<file path="config.mk">
export PLATFORM = sky130hd
export DESIGN_NAME = hvsync_generator
export DESIGN_NICKNAME = d
export VERILOG_FILES = /design/src/rtl/hvsync_generator.sv
export SDC_FILE = /design/constraint.sdc
export NUM_CORES = 1
export LEC_CHECK = 0
export CORE_MARGIN = 5
export CORE_UTILIZATION = 45
export CTS_BUF_LIST = sky130_fd_sc_hd__clkbuf_4 sky130_fd_sc_hd__clkbuf_8
export CTS_CLUSTER_SIZE = 14
export DETAILED_ROUTE_END_ITERATION = 7
export MAX_ROUTING_LAYER = met4
export PLACE_DENSITY = 0.74
export SLEW_MARGIN = 15
export SYNTH_ARGS = -nofsm -noshare
export SYNTH_HDL_FRONTEND = slang
export SYNTH_SLANG_ARGS = --single-unit
</file>
<file path="constraint.sdc">
create_clock -name clk -period 3.8 [get_ports clk]
set_input_delay 0.76 -clock clk [delete_from_list [all_inputs] [get_ports clk]]
set_output_delay 0.76 -clock clk [all_outputs]
set_load 0.05 [all_outputs]
</file>
<file path="src/rtl/hvsync_generator.sv">
// hvsync_generator: VGA-style pixel/line counters with active-low sync and visible-area decode.
// Optional one-clock frame_start output is enabled by defining HVSYNC_FRAME_TICK_EN.
module hvsync_generator #(
    parameter int H_DISPLAY = 640,
    parameter int H_FRONT   = 16,
    parameter int H_SYNC    = 96,
    parameter int H_BACK    = 48,
    parameter int V_DISPLAY = 480,
    parameter int V_BOTTOM  = 10,
    parameter int V_SYNC    = 2,
    parameter int V_TOP     = 33
) (
    input  logic       clk,
    input  logic       rst_n,
    output logic       hsync,
    output logic       vsync,
    output logic       display_on,
    output logic [9:0] hpos,
    output logic [9:0] vpos
`ifdef HVSYNC_FRAME_TICK_EN
    ,
    output logic       frame_start
`endif
);
    localparam logic [9:0] H_MAX    = 10'(H_DISPLAY + H_FRONT + H_SYNC + H_BACK - 1);
    localparam logic [9:0] V_MAX    = 10'(V_DISPLAY + V_BOTTOM + V_SYNC + V_TOP - 1);
    localparam logic [9:0] HS_START = 10'(H_DISPLAY + H_FRONT);
    localparam logic [9:0] HS_END   = 10'(H_DISPLAY + H_FRONT + H_SYNC - 1);
    localparam logic [9:0] VS_START = 10'(V_DISPLAY + V_BOTTOM);
    localparam logic [9:0] VS_END   = 10'(V_DISPLAY + V_BOTTOM + V_SYNC - 1);
    localparam logic [9:0] H_VIS    = 10'(H_DISPLAY);
    localparam logic [9:0] V_VIS    = 10'(V_DISPLAY);

    logic [9:0] hpos_q, hpos_d;
    logic [9:0] vpos_q, vpos_d;
    logic       h_wrap;

    always_comb begin
        h_wrap = (hpos_q == H_MAX);
        hpos_d = h_wrap ? '0 : hpos_q + 10'd1;
        vpos_d = !h_wrap ? vpos_q : (vpos_q == V_MAX) ? '0 : vpos_q + 10'd1;
    end

    always_ff @(posedge clk or negedge rst_n) begin
        if (!rst_n) begin
            hpos_q <= '0;
            vpos_q <= '0;
        end else begin
            hpos_q <= hpos_d;
            vpos_q <= vpos_d;
        end
    end

    // Everything below decodes the registered counters, so reset values follow from 0,0.
    assign hpos       = hpos_q;
    assign vpos       = vpos_q;
    assign hsync      = !((hpos_q >= HS_START) && (hpos_q <= HS_END));
    assign vsync      = !((vpos_q >= VS_START) && (vpos_q <= VS_END));
    assign display_on = (hpos_q < H_VIS) && (vpos_q < V_VIS);

`ifdef HVSYNC_FRAME_TICK_EN
    // Gated by rst_n so the 0,0 position held during reset does not pulse.
    assign frame_start = rst_n && (hpos_q == '0) && (vpos_q == '0);
`endif
endmodule

</file>
==> results.ini <==
[routing]
wl_met2_mm = 1.11
dr.pass1.iters = 4
drt_wl_total_mm = 2.28
wl_met1_mm = 1.04
drtIter0Drc = 29
top_layer = met4
vias_per_cell = 5.55
met3WireLength_um = 86
vias = 871
drc = 0
wl_per_cell_um = 14.5
postRouteAntennaNets = 0

[final_layout]
syn2layout_area_growth_pct = 28.0
n_antenna_cell = 0
fin_nets = 137
drive_gt1_share_pct = 10.9
final_cell_area_um2 = 1360

[worst_hold_path]
min_path_type = register to register
hold_start = vpos[8]

[floorplanning]
dieArea_um2 = 3430
rows = 17
start_util_pct = 47.6
design.core.area_um2 = 2230
ios = 25
die_y_um = 58.6
die_w_um = 58.6

[yosys]
synth_area_leaders = dfrtp_1, ha_1, xnor2_1
synth_edf_count = 0
synth_seq_area_share_pct = 47.1
synth_top_cell_area_share_pct = 47.1
synthFlopType = dfrtp_1
synthTopCellsByCount = dfrtp_1, nand2_1, nor2_1
synth_seq_cells = 20
yosysMostFrequentCell = dfrtp_1
synthCells = 102
synth_fp_nets = 108
synth_area_um2 = 1060
synth_area_leader_cell = dfrtp_1
ys_warn_count = 0
synth_area_per_cell_um2 = 10.4
synth.distinct_cells = 32
synthArstFlopShare_pct = 100

[sta]
clock.fmax_ghz = 0.370
fin_ws_ps = 1100
slew_viol_final = 0
setup_violations = 0
period_minus_slack_ps = 2700
rsz0062_at_grt = false
fin_crit_sh_pct = 71.2
finalClockSkew_ps = 0.646
worst_slew_pin_slew_ps = 928
hold_violations = 0
setup_tns_ps = 0
maxSlewHeadroom_pct = 37.3

[global_routing]
grt_pass1_vias = 768
grt_max_degree = 21
antenna_found_initial = 0
overflow = 0
grt_pass1_wl_mm = 3.64
grt_util_all_layers_pct = 14.4

[clocking]
cts_buffer_depth = 2
cts_tree = yes
clock-sinks = 20
path_clk_slew_ps = 110
ctsHoldBuffers = 0
clockRootBuffer = clkbuf_4
cts_resized = 0
cts_setup_buffers = 0
cts_buffers = 3
clk_latency_ps = 300
htree_levels = 1

[pwr]
intPower_mw = 0.251
irDropWorstVdd_mv = 0.138
p_sw_mw = 0.0693
p_clk_share_pct = 32.0
p_per_area_nw_per_um2 = 235
combPwrFrac_pct = 1.5
seqPwrFrac_pct = 66.5
swShare_pct = 21.7
p_leak_nw = 0.597

[placement]
hpwl_mm = 1.68
pre_cts_slack_ps = 1420
postPlaceCellArea_um2 = 1340
place.gp.congestion = 0.773
port_buffers = 24

[worst_setup_path]
r2r_start = vpos[6]
path_cells = and4_1 -> nor2_1 -> clkdlybuf4s50_1
arrival_ps = 1940
slowest_delay_ps = 800
cp-startpoint = vpos[5]
critPathRequiredTime_ps = 3040
end_kind = output pin
crit_type = register to output pin
worstPathMaxFanout = 7
worst_path_max_delay_cell = clkdlybuf4s50_1
cp-start-kind = register

[job]
maxCapViolCount = 0

[status]
outcome = finished clean

[state kept, by name, indices dropped and copies added, names as in the netlist]
register,count
hpos,10
vpos,10
[power by group through the flow]
stage,clock (mW),sequential (mW),combinational [mW]
6_report,0.102,0.213,0.00479
2_1_floorplan,0,0.217,0.000000230
5_1_grt,0.114,0.213,0.00591
3_5_place_dp,0,0.217,0.00528
3_3_place_gp,0,0.217,0.00510
4_1_cts,0.106,0.213,0.00522
[stage by stage]
stage	utilization, %	power (mW)	cells	hold WS [ps]
6_report	60.9	0.320	157	525
5_1_grt	60.9	0.333	157	558
4_1_cts	60.9	0.324	157	530
3_5_place_dp	59.9	0.222	154	510
3_3_place_gp	59.9	0.222	154	526
2_1_floorplan	-	0.217	102	464
[final cells by class]
type	count	area (µm²)
fill	207	873
tap	28	35.0
inverter	5	18.8
timing repair buffer	24	240
sequential	20	500
multi-input combinational	77	543
clock buffer	3	22.5
[critical path: cells and delay by family, from the launching register on]
kind	cells	cell delay, ps
buffers and inverters	1	800
AND/OR/NAND/NOR	2	390
flip-flops	1	460
[cell families (layout without fill, tap and decap cells)]
| group | after synthesis | after routing | share of synthesized area [%] |
|---|---|---|---|
| and+or+nand+nor | 48 | 48 | 27.6 |
| adders and majority gates | 4 | 4 | 4.71 |
| muxes | 2 | 2 | 2.12 |
| buffers and inverters | 5 | 32 | 1.77 |
| AOI/OAI and AO/OA | 13 | 13 | 8.48 |
| DFF | 20 | 20 | 47.1 |
| xor gates and xnor gates | 10 | 10 | 8.24 |
[worst paths after layout]
check                              to  slack [ps]  cells after the start
max                        display_on        1100                      3
min                           vpos[8]         520                      1
max reg2reg                   vpos[3]        1690                      4
min reg2reg                   vpos[8]         520                      1
max in group asynchronous     vpos[6]        2330                      1
min in group asynchronous     vpos[2]         940                      1
[routing by layer]
| layer | vias up | global-route usage [%] |
|---|---|---|
| li1 | 424 | - |
| met1 | 421 | 18.6 |
| met2 | 20 | 21.4 |
| met3 | 6 | 2.19 |
| met4 | 0 | 8.09 |
| met5 | - | - |
[placed cells by master (no fill, tap or decap)]
master           Yosys  routed
clkdlybuf4s50_1      0      24
dfrtp_1             20      20
nand2_1              8       8
nor2_1               7       7
nand3_1              6       6
o21ai_0              6       6
inv_1                5       5
xnor2_1              5       5
xor2_1               5       5
nand4_1              5       5
ha_1                 4       4
nor3_1               3       3
and3_1               3       3
clkbuf_4             0       3
nand2b_1             2       2
and4_1               2       2
mux2_2               2       2
a22o_1               2       2
a21oi_1              2       2
and4_2               1       1
or4b_4               1       1
o21ba_2              1       1
nor3_4               1       1
or3_2                1       1
and2_1               1       1
nor4b_1              1       1
or4_4                1       1
nand4b_1             1       1
nor4bb_1             1       1
nor2b_1              1       1
o21a_1               1       1
nor2_2               1       1
or2_2                1       1
a221oi_2             1       1
(Power assumes the default switching activity.)
